==> src/rtl/mdu_iter_if.sv <==
// Request/result bundle between the execute stage and the multiply/divide unit.
interface mdu_iter_if #(
  parameter int unsigned WIDTH = 32
) ();
  logic             start;
  logic [3:0]       op;
  logic [WIDTH-1:0] a;
  logic [WIDTH-1:0] b;
  logic             abort;
  logic             busy;
  logic             done;
  logic [WIDTH-1:0] hi;
  logic [WIDTH-1:0] lo;

  // Pipeline side issues requests and reads HI/LO.
  modport master (
    output start, op, a, b, abort,
    input  busy, done, hi, lo
  );

  // Unit side.
  modport slave (
    input  start, op, a, b, abort,
    output busy, done, hi, lo
  );
endinterface

==> src/rtl/mdu_iter.sv <==
// Iterative multiply/divide unit holding the HI/LO pair. Multiplies complete after a fixed
// latency (optionally accumulating into HI/LO); divides run one restoring step per cycle
// followed by a sign-fixup cycle. Abort cancels any in-flight op without touching HI/LO.
module mdu_iter #(
  parameter int unsigned WIDTH      = 32,
  parameter int unsigned MUL_CYCLES = 5
) (
  input logic       clk,
  input logic       reset,
  mdu_iter_if.slave bus
);

  localparam int unsigned CntW = ($clog2(WIDTH + 1) > 4) ? $clog2(WIDTH + 1) : 4;
  localparam logic [CntW-1:0] MulLoad = CntW'(MUL_CYCLES);
  localparam logic [CntW-1:0] DivLoad = CntW'(WIDTH);
  localparam logic [CntW-1:0] CntOne  = CntW'(1);

  localparam logic [3:0] OpMult  = 4'd1;
  localparam logic [3:0] OpMultu = 4'd2;
  localparam logic [3:0] OpDiv   = 4'd3;
  localparam logic [3:0] OpDivu  = 4'd4;
  localparam logic [3:0] OpMthi  = 4'd5;
  localparam logic [3:0] OpMtlo  = 4'd6;
  localparam logic [3:0] OpMadd  = 4'd7;
  localparam logic [3:0] OpMaddu = 4'd8;
  localparam logic [3:0] OpMsub  = 4'd9;
  localparam logic [3:0] OpMsubu = 4'd10;

  typedef enum logic [1:0] {StIdle, StMul, StDiv, StFix} state_e;
  typedef enum logic [1:0] {AccNone, AccAdd, AccSub} acc_e;

  state_e                 state_q, state_d;
  acc_e                   acc_q, acc_d;
  logic [CntW-1:0]        cnt_q, cnt_d;
  logic [WIDTH-1:0]       hi_q, hi_d;
  logic [WIDTH-1:0]       lo_q, lo_d;
  logic                   busy_q, busy_d;
  logic                   done_q, done_d;
  logic [2*WIDTH-1:0]     prod_q, prod_d;
  // quo_q starts as the dividend magnitude; quotient bits shift in as dividend bits shift out.
  logic [WIDTH-1:0]       quo_q, quo_d;
  logic [WIDTH-1:0]       rem_q, rem_d;
  logic [WIDTH-1:0]       dvs_q, dvs_d;
  logic                   qneg_q, qneg_d;
  logic                   rneg_q, rneg_d;
  logic                   div0_q, div0_d;

  logic                   sgn_op;
  logic [2*WIDTH-1:0]     ext_a, ext_b, prod_full;
  logic [2*WIDTH-1:0]     hilo, mul_res;
  logic [WIDTH-1:0]       a_mag, b_mag;
  logic [WIDTH:0]         rem_shift;
  logic                   rem_ge;
  logic [WIDTH-1:0]       rem_sub, rem_step;
  logic [WIDTH-1:0]       quo_fix, rem_fix;

  // Operand conditioning and per-cycle datapath results.
  always_comb begin
    sgn_op    = (bus.op == OpMult) || (bus.op == OpDiv) || (bus.op == OpMadd) ||
                (bus.op == OpMsub);
    ext_a     = sgn_op ? {{WIDTH{bus.a[WIDTH-1]}}, bus.a} : {{WIDTH{1'b0}}, bus.a};
    ext_b     = sgn_op ? {{WIDTH{bus.b[WIDTH-1]}}, bus.b} : {{WIDTH{1'b0}}, bus.b};
    // Truncated 2W x 2W product of extended operands is exact for both signednesses.
    prod_full = ext_a * ext_b;
    a_mag     = (sgn_op && bus.a[WIDTH-1]) ? -bus.a : bus.a;
    b_mag     = (sgn_op && bus.b[WIDTH-1]) ? -bus.b : bus.b;

    hilo = {hi_q, lo_q};
    unique case (acc_q)
      AccAdd:  mul_res = hilo + prod_q;
      AccSub:  mul_res = hilo - prod_q;
      default: mul_res = prod_q;
    endcase

    rem_shift = {rem_q, quo_q[WIDTH-1]};
    rem_ge    = rem_shift >= {1'b0, dvs_q};
    // When rem_ge holds the difference is below the divisor, so W bits suffice.
    rem_sub   = rem_shift[WIDTH-1:0] - dvs_q;
    rem_step  = rem_ge ? rem_sub : rem_shift[WIDTH-1:0];

    quo_fix = qneg_q ? -quo_q : quo_q;
    rem_fix = rneg_q ? -rem_q : rem_q;
  end

  // Next-state: op dispatch, iteration and result writeback, with abort overriding all.
  always_comb begin
    state_d = state_q;
    acc_d   = acc_q;
    cnt_d   = cnt_q;
    hi_d    = hi_q;
    lo_d    = lo_q;
    done_d  = 1'b0;
    prod_d  = prod_q;
    quo_d   = quo_q;
    rem_d   = rem_q;
    dvs_d   = dvs_q;
    qneg_d  = qneg_q;
    rneg_d  = rneg_q;
    div0_d  = div0_q;

    unique case (state_q)
      StIdle: begin
        if (bus.start) begin
          case (bus.op)
            OpMthi: hi_d = bus.a;
            OpMtlo: lo_d = bus.a;
            OpMult, OpMultu, OpMadd, OpMaddu, OpMsub, OpMsubu: begin
              prod_d  = prod_full;
              acc_d   = ((bus.op == OpMadd) || (bus.op == OpMaddu)) ? AccAdd :
                        ((bus.op == OpMsub) || (bus.op == OpMsubu)) ? AccSub : AccNone;
              cnt_d   = MulLoad;
              state_d = StMul;
            end
            OpDiv, OpDivu: begin
              quo_d   = a_mag;
              dvs_d   = b_mag;
              rem_d   = '0;
              qneg_d  = sgn_op && (bus.a[WIDTH-1] ^ bus.b[WIDTH-1]);
              rneg_d  = sgn_op && bus.a[WIDTH-1];
              div0_d  = (bus.b == '0);
              cnt_d   = DivLoad;
              state_d = StDiv;
            end
            default: ;
          endcase
        end
      end
      StMul: begin
        cnt_d = cnt_q - CntOne;
        if (cnt_q == CntOne) begin
          {hi_d, lo_d} = mul_res;
          done_d       = 1'b1;
          state_d      = StIdle;
        end
      end
      StDiv: begin
        rem_d = rem_step;
        quo_d = {quo_q[WIDTH-2:0], rem_ge};
        cnt_d = cnt_q - CntOne;
        if (cnt_q == CntOne) begin
          state_d = StFix;
        end
      end
      StFix: begin
        // Divide-by-zero leaves |a| in the remainder, so the sign fixup restores a in HI.
        lo_d    = div0_q ? '1 : quo_fix;
        hi_d    = rem_fix;
        done_d  = 1'b1;
        state_d = StIdle;
      end
      default: state_d = StIdle;
    endcase

    // Abort drops the op (or a same-cycle start) and blocks any writeback this cycle.
    if (bus.abort) begin
      state_d = StIdle;
      cnt_d   = '0;
      hi_d    = hi_q;
      lo_d    = lo_q;
      done_d  = 1'b0;
    end

    busy_d = (state_d != StIdle);
  end

  // State registers with synchronous active-low reset.
  always_ff @(posedge clk) begin
    if (!reset) begin
      state_q <= StIdle;
      acc_q   <= AccNone;
      cnt_q   <= '0;
      hi_q    <= '0;
      lo_q    <= '0;
      busy_q  <= 1'b0;
      done_q  <= 1'b0;
      prod_q  <= '0;
      quo_q   <= '0;
      rem_q   <= '0;
      dvs_q   <= '0;
      qneg_q  <= 1'b0;
      rneg_q  <= 1'b0;
      div0_q  <= 1'b0;
    end else begin
      state_q <= state_d;
      acc_q   <= acc_d;
      cnt_q   <= cnt_d;
      hi_q    <= hi_d;
      lo_q    <= lo_d;
      busy_q  <= busy_d;
      done_q  <= done_d;
      prod_q  <= prod_d;
      quo_q   <= quo_d;
      rem_q   <= rem_d;
      dvs_q   <= dvs_d;
      qneg_q  <= qneg_d;
      rneg_q  <= rneg_d;
      div0_q  <= div0_d;
    end
  end

  assign bus.busy = busy_q;
  assign bus.done = done_q;
  assign bus.hi   = hi_q;
  assign bus.lo   = lo_q;

endmodule

==> src/flat_wrapper.sv <==
// flat-port wrapper written by rule: the top's interface ports become plain ports
module mdu_iter_flat 
#(
  parameter int unsigned WIDTH      = 32,
  parameter int unsigned MUL_CYCLES = 5
)
  (clk, reset, bus_start, bus_op, bus_a, bus_b, bus_abort, bus_busy, bus_done, bus_hi, bus_lo);
  mdu_iter_if #(.WIDTH(WIDTH)) bus_i ();
  input logic clk;
  input logic reset;
  input wire logic [$bits(bus_i.start)-1:0] bus_start;
  input wire logic [$bits(bus_i.op)-1:0] bus_op;
  input wire logic [$bits(bus_i.a)-1:0] bus_a;
  input wire logic [$bits(bus_i.b)-1:0] bus_b;
  input wire logic [$bits(bus_i.abort)-1:0] bus_abort;
  output wire logic [$bits(bus_i.busy)-1:0] bus_busy;
  output wire logic [$bits(bus_i.done)-1:0] bus_done;
  output wire logic [$bits(bus_i.hi)-1:0] bus_hi;
  output wire logic [$bits(bus_i.lo)-1:0] bus_lo;
  assign bus_i.start = bus_start;
  assign bus_i.op = bus_op;
  assign bus_i.a = bus_a;
  assign bus_i.b = bus_b;
  assign bus_i.abort = bus_abort;
  assign bus_busy = bus_i.busy;
  assign bus_done = bus_i.done;
  assign bus_hi = bus_i.hi;
  assign bus_lo = bus_i.lo;
  mdu_iter #(.WIDTH(WIDTH), .MUL_CYCLES(MUL_CYCLES)) u_core (.clk(clk), .reset(reset), .bus(bus_i));
endmodule
==> config.mk <==
export PLATFORM = sky130hd
export DESIGN_NAME = mdu_iter_flat
export DESIGN_NICKNAME = d
export VERILOG_FILES = /design/src/rtl/mdu_iter_if.sv /design/src/rtl/mdu_iter.sv /design/src/flat_wrapper.sv
export SDC_FILE = /design/constraint.sdc
export NUM_CORES = 2
export LEC_CHECK = 0
export CAP_MARGIN = 40
export CELL_PAD_IN_SITES_DETAIL_PLACEMENT = 0
export CELL_PAD_IN_SITES_GLOBAL_PLACEMENT = 1
export CORE_UTILIZATION = 50
export CTS_BUF_LIST = sky130_fd_sc_hd__clkbuf_4
export CTS_CLUSTER_SIZE = 20
export DETAILED_ROUTE_END_ITERATION = 10
export DONT_BUFFER_PORTS = 1
export PLACE_DENSITY_LB_ADDON = 0.2
export SLEW_MARGIN = 25
export SYNTH_ARGS = -nofsm -noshare
export SYNTH_HDL_FRONTEND = slang
export SYNTH_SLANG_ARGS = --single-unit
==> constraint.sdc <==
create_clock -name clk -period 15.5 [get_ports clk]
set_input_delay 3.875 -clock clk [delete_from_list [all_inputs] [get_ports clk]]
set_output_delay 3.875 -clock clk [all_outputs]
set_load 0.005 [all_outputs]
### Word level (Yosys, flattened, before mapping)

Cells that the tools add are included.

| word-level totals | value |
|---|---|
| bits in registers | 239 |
| bits of input ports | 72 |
| output and inout bits | 66 |
| word-level logic and storage cells | 109 |

| cells by class | value |
|---|---|
| add/subtract/negate cells | 8 |
| $mul | 1 |
| order comparisons | 1 |
| equality and inequality tests | 22 |
| muxes and demuxes | 36 |
| bitwise gates (word level) | 3 |
| reduce and logical (&&, ||, !) cells | 24 |

Operators by type and width:

| operator | number |
|---|---|
| 32-bit 2-to-1 mux | 16 |
| 32-bit case mux with 3 select lines | 2 |
| 64-bit 2-to-1 mux | 2 |
| 32-bit negation | 4 |
| 32-bit case mux with 2 select lines | 2 |
| 64-bit case mux with 2 select lines | 1 |
| 64-bit adder | 1 |
| 64-bit by 64-bit multiplier with 64-bit output | 1 |
| 64-bit subtractor | 1 |
| 33-bit by 32-bit greater-or-equal comparator with 1-bit output | 1 |
| 32-bit zero test | 1 |
| 32-bit subtractor | 1 |
| 6-bit case mux with 2 select lines | 2 |
| 4-bit by 3-bit equality test with 1-bit output (second input constant) | 4 |
| 4-bit equality test (second input constant) | 3 |
| 2-bit 2-to-1 mux | 6 |
| 3-bit AND reduction | 4 |
| 5-bit AND reduction | 2 |
| 4-bit by 2-bit equality test with 1-bit output (second input constant) | 2 |
| 2-bit != test (second input constant) | 4 |
| 2-bit case mux with 4 select lines | 1 |
| 2-bit equality test (second input constant) | 3 |
| 6-bit by 1-bit equality test with 1-bit output (second input constant) | 1 |
| 6-bit 2-to-1 mux | 1 |
| other kinds (17) | 29 |

### Logic depth before layout (Yosys ltp)

| logic depth | value |
|---|---|
| depth after elaboration | 9 |
| gate-level depth with buffers | 39 |
| depth with buffers taken out | 34 |

### Worst setup path after synthesis

OpenSTA, ideal clock, no wires.

| path | value |
|---|---|
| kind | input port to flip-flop |
| start point | input port bus_op[1] |
| end point | register u_core.prod_q[62] |
| setup time | 0.059 ns |
| arrival time | 13.586 ns |
| required time | 15.441 ns |
| slack | 1.855 ns |
| stages on the path | 37 |
| cell sequence | clkbuf_1 > nand2b_1 > and3_1 > and2_1 > clkbuf_1 > clkbuf_1 > buf_1 > buf_1 > nand2_1 > fa_1 > inv_1 > fa_1 > inv_1 > fa_1 > inv_1 > fa_1 > inv_1 > fa_1 > fa_1 > inv_1 > fa_1 > fa_1 > fa_1 > inv_1 > fa_1 > inv_1 > ha_1 > clkbuf_1 > nand2_1 > nor3_1 > nand3_1 > or3_1 > a21oi_1 > o31a_1 > o21ai_0 > a2111oi_0 > o31a_1 |

| between the ends | value |
|---|---|
| longest elaborated chain between the ends | 6 |
| elaborated cells between the ends (all ways) | 15 |
| classes of those cells | 1 x mul; 7 x eq/ne; 2 x mux; 5 x reduce/logical |

Ends and longest elaborated chain:

| element | RTL line | source |
|---|---|---|
| start, declared | flat_wrapper.sv:12 | `input wire logic [$bits(bus_i.op)-1:0] bus_op;` |
| 4-bit by 1-bit equality test with 1-bit output / 4-bit by 2-bit equality test with 1-bit output (equally long branches) | mdu_iter.sv:59, mdu_iter.sv:104 |  |
| 1-bit logical OR (3 in series) | mdu_iter.sv:59 | `sgn_op = (bus.op == OpMult) \|\| (bus.op == OpDiv) \|\| (bus.op == OpMadd) \|\|` |
| 64-bit 2-to-1 mux, on equally long branches | mdu_iter.sv:61, mdu_iter.sv:62 |  |
| 64-bit by 64-bit multiplier with 64-bit output | mdu_iter.sv:64 | `prod_full = ext_a * ext_b;` |
| end signal, assigned | mdu_iter.sv:191 | `prod_q <= prod_d;` |
| end, declared | mdu_iter.sv:39 | `logic [2*WIDTH-1:0] prod_q, prod_d;` |

Several ways; a longest one is shown, not always the timed one.
A chain may end at the register's enable or synchronous reset.

### Worst setup path in the final report

Same ends and word-level chain as after synthesis.

==> impl_metrics.prom <==
# TYPE chip_impl_metric gauge
chip_impl_info{name="status",value="finished with violations"} 1
chip_impl_info{name="failed_checks",value="design-rule violations"} 1
chip_impl_metric{name="finalHoldViolations",unit=""} 0
chip_impl_metric{name="cts-buffers-inserted",unit=""} 70
chip_impl_metric{name="post_synthesis_cells",unit=""} 7961
chip_impl_metric{name="groute.usage.overall",unit=""} 0.342
chip_impl_metric{name="ant_nets",unit=""} 0
chip_impl_metric{name="synth-edff-count",unit=""} 0
chip_impl_metric{name="routabilityCongestion",unit=""} 0.994
chip_impl_metric{name="route.detailed.vias_per_inst",unit=""} 5.70
chip_impl_info{name="yosys.area.top_type",value="sky130_fd_sc_hd__fa_1"} 1
chip_impl_metric{name="cp_max_fo",unit=""} 19
chip_impl_info{name="reg2reg_from",value="u_core.prod_q[2]"} 1
chip_impl_metric{name="achievable-frequency",unit="MHz"} 74.2
chip_impl_metric{name="rr_worst_depth",unit=""} 18
chip_impl_metric{name="setup_slack_placement",unit="ns"} 1.22
chip_impl_metric{name="post_synth_top_area_share",unit=""} 0.421
chip_impl_metric{name="post_cts_sizing",unit=""} 0
chip_impl_metric{name="maxCapViolations",unit=""} 0
chip_impl_metric{name="fin_crit",unit="ns"} 13.47
chip_impl_metric{name="grt_pass1_vias",unit=""} 56824
chip_impl_metric{name="chipWidth",unit="um"} 369
chip_impl_metric{name="ios",unit=""} 138
chip_impl_metric{name="finish.instance_area",unit="sq um"} 69200
chip_impl_info{name="timing.setup.critical_path_class",value="input pin to register"} 1
chip_impl_info{name="crit_path_top_delay_cell",value="sky130_fd_sc_hd__fa_1"} 1
chip_impl_metric{name="postSynth.asyncResetShare",unit=""} 0
chip_impl_metric{name="globalRouteOverflowTotal",unit=""} 0
chip_impl_metric{name="final.period_utilization",unit=""} 0.869
chip_impl_metric{name="timing.reg2reg.setup_slack",unit="ns"} 9.32
chip_impl_metric{name="clock-sinks",unit=""} 239
chip_impl_info{name="cts_tree",value="built"} 1
chip_impl_metric{name="fp.coreArea",unit="sq um"} 134000
chip_impl_info{name="cpMostUsedCell",value="sky130_fd_sc_hd__fa_1"} 1
chip_impl_metric{name="slew-limit-headroom",unit=""} 0.334
chip_impl_metric{name="post_cts_hold_buffer_count",unit=""} 0
chip_impl_metric{name="final.setup.tns",unit="ns"} 0
chip_impl_info{name="netlist_top_cells_count",value="sky130_fd_sc_hd__inv_1 (1650), sky130_fd_sc_hd__fa_1 (1421), sky130_fd_sc_hd__nand2_1 (1093), sky130_fd_sc_hd__ha_1 (420), sky130_fd_sc_hd__clkbuf_1 (388)"} 1
chip_impl_metric{name="ys_seq_elements",unit=""} 239
chip_impl_metric{name="final_nets",unit=""} 9533
chip_impl_metric{name="drc",unit=""} 44
chip_impl_metric{name="finalSetupViolations",unit=""} 0
chip_impl_metric{name="insertion_delay",unit="ns"} 0.87
chip_impl_metric{name="clock_tree.buffer_depth",unit=""} 3
chip_impl_metric{name="post_synth_instance_area",unit="sq um"} 67500
chip_impl_metric{name="postSynthAreaPerCell",unit="sq um"} 8.48
chip_impl_info{name="startpoint_type",value="input pin"} 1
chip_impl_metric{name="cts-htree-levels",unit=""} 3
chip_impl_metric{name="placementRows",unit=""} 134
chip_impl_metric{name="synth.net_count",unit=""} 9874
chip_impl_metric{name="wire_length_reported_by_the_detailed_router",unit="um"} 228000
chip_impl_metric{name="tightest_slew",unit="ns"} 0.999
chip_impl_info{name="root_buffer",value="sky130_fd_sc_hd__clkbuf_4"} 1
chip_impl_metric{name="areaGrowthSynthToFinish",unit="%"} 2.50
chip_impl_info{name="rr_endpoint",value="u_core.bus.hi[30]"} 1
chip_impl_metric{name="final_critical_path_setup_slack",unit="ns"} 2.03
chip_impl_metric{name="firstDrtPassIters",unit=""} 10
chip_impl_metric{name="grt_start_max_net_pins",unit=""} 82
chip_impl_info{name="min_delay_endpoint",value="u_core.acc_q[0]"} 1
chip_impl_metric{name="yosys_warnings",unit=""} 0
chip_impl_metric{name="maxSlewViolCount",unit=""} 0
chip_impl_metric{name="wl_per_cell",unit="um"} 24.1
chip_impl_metric{name="share_of_the_yosys_chip_area_belonging_to_registers",unit=""} 0.0709
chip_impl_info{name="holdCritPathClass",value="register to register"} 1
chip_impl_metric{name="die_footprint",unit="sq um"} 137000
chip_impl_metric{name="yosys.cell_types.count",unit=""} 83
chip_impl_metric{name="post_route_skew",unit="ns"} 0.0745
chip_impl_metric{name="chipHeight",unit="um"} 369
chip_impl_metric{name="hpwl",unit="um"} 176000
chip_impl_metric{name="placement.io_buffers",unit=""} 0
chip_impl_info{name="synth_area_leaders",value="sky130_fd_sc_hd__fa_1 (42%), sky130_fd_sc_hd__inv_1 (9.2%), sky130_fd_sc_hd__ha_1 (7.8%)"} 1
chip_impl_metric{name="detailroute.via_count",unit=""} 53817
chip_impl_metric{name="drt_first_iter_violations",unit=""} 4213
chip_impl_info{name="grt_setup_unrepaired",value="false"} 1
chip_impl_metric{name="clock_edge_transition_at_the_registers_on_the_reported_setup_and_hold_paths",unit="ns"} 0.08
chip_impl_info{name="synthFlopType",value="sky130_fd_sc_hd__dfxtp_1"} 1
chip_impl_metric{name="critPathRequiredTime",unit="ns"} 16.26
chip_impl_metric{name="whs_path_depth",unit=""} 2
chip_impl_metric{name="postPlaceCellArea",unit="sq um"} 68300
chip_impl_metric{name="cp_data_arrival_time",unit="ns"} 14.24
chip_impl_info{name="setup.worst_path.end_class",value="register"} 1
chip_impl_metric{name="hold-worst-slack",unit="ns"} 0.498
chip_impl_metric{name="post_cts_setup_buffer_count",unit=""} 0
chip_impl_metric{name="initial_antenna_violation_count",unit=""} 16
chip_impl_metric{name="wire_length_of_the_first_global_routing_pass",unit="um"} 351000
chip_impl_info{name="library_cell_with_the_highest_instance_count_after_synthesis",value="sky130_fd_sc_hd__inv_1"} 1
chip_impl_metric{name="layout_cell_share_with_drive_strength_beyond_1",unit=""} 0.0271
chip_impl_info{name="hp-start",value="u_core.acc_q[0]"} 1
chip_impl_metric{name="worst_path_largest_cell_delay",unit="ns"} 0.82
chip_impl_metric{name="initial_cell_density_of_the_core",unit=""} 0.505
==> flip-flops by register name (all words and copies together) (netlist names), 6 cells and up <==
signal / cells
u_core.bus.hi: 32
u_core.bus.lo: 32
u_core.cnt_q: 6
u_core.dvs_q: 32
u_core.prod_q: 64
u_core.quo_q: 32
u_core.rem_q: 32
==> critical path: cells and delay by family <==
family	cells	cell delay, ns
simple gates	8	2.66
buf+inv	5	0.52
fa+ha+maj	11	5.77
compound gates	6	1.36
==> cell usage in the layout (no fill, tap or decap), types with 100 or more instances in the layout <==
cell	n
sky130_fd_sc_hd__nand2_1	1092
sky130_fd_sc_hd__fa_1	1421
sky130_fd_sc_hd__ha_1	417
sky130_fd_sc_hd__clkbuf_4	100
sky130_fd_sc_hd__a21oi_1	370
sky130_fd_sc_hd__xnor2_1	268
sky130_fd_sc_hd__and2_1	383
sky130_fd_sc_hd__inv_1	1649
sky130_fd_sc_hd__nor2_1	290
sky130_fd_sc_hd__dfxtp_1	239
sky130_fd_sc_hd__o21ai_0	313
==> worst max path at each step <==
stage / from / end / slack, ns / cells past startpoint
3_3_place_gp: bus_op[1] / u_core.prod_q[62] / 1.43 / 30
4_1_cts: bus_op[1] / u_core.prod_q[62] / 2.09 / 30
5_1_grt: bus_op[1] / u_core.prod_q[62] / 1.42 / 30
3_5_place_dp: bus_op[1] / u_core.prod_q[62] / 1.22 / 30
6_report: bus_op[1] / u_core.prod_q[62] / 2.03 / 30
2_1_floorplan: bus_op[1] / u_core.prod_q[62] / 1.85 / 37
==> metal layers <==
metal / vias up / GRT usage / routed length [um]
met3: 387 / 0.0542 / 17400
li1: 23914 / - / -
met1: 27538 / 0.445 / 93500
met4: 2 / 0.120 / 8740
met2: 1976 / 0.576 / 108000
met5: - / 0 / 13
==> logic make-up (layout without fill, tap and decap cells) <==
| logic type | count (synthesis) | after routing | share of synthesized area |
|---|---|---|---|
| and+or+nand+nor | 2186 | 2186 | 0.150 |
| buffers and inverters | 2113 | 1820 | 0.119 |
| adders and majority gates | 1842 | 1842 | 0.499 |
| AOI/OAI and AO/OA | 1196 | 1196 | 0.110 |
| xor gates and xnor gates | 359 | 359 | 0.0468 |
| DFF | 239 | 239 | 0.0709 |
| muxes | 26 | 26 | 0.00389 |
| other | 0 | 7 | 0 |
==> layout make-up <==
cell class	count	area, sq um
fillers	12940	64600
multi-input cells	5609	54800
inverters	1650	6200
flip-flops and latches	239	4780
well taps	1768	2210
clock buffers	100	751
repair buffers	50	373
clock inverters	20	115
diodes	7	17.5
==> per-stage QoR <==
| step | cells | utilization |
|---|---|---|
| global placement | 9307 | 0.510 |
| floorplan | 7961 | - |
| finish | 9443 | 0.517 |
| detailed placement | 9314 | 0.511 |
| CTS | 9434 | 0.517 |
| global route | 9439 | 0.517 |
Power is not shown: default switching activity piles up to over one toggle a cycle in this logic, so the estimate is an artifact.
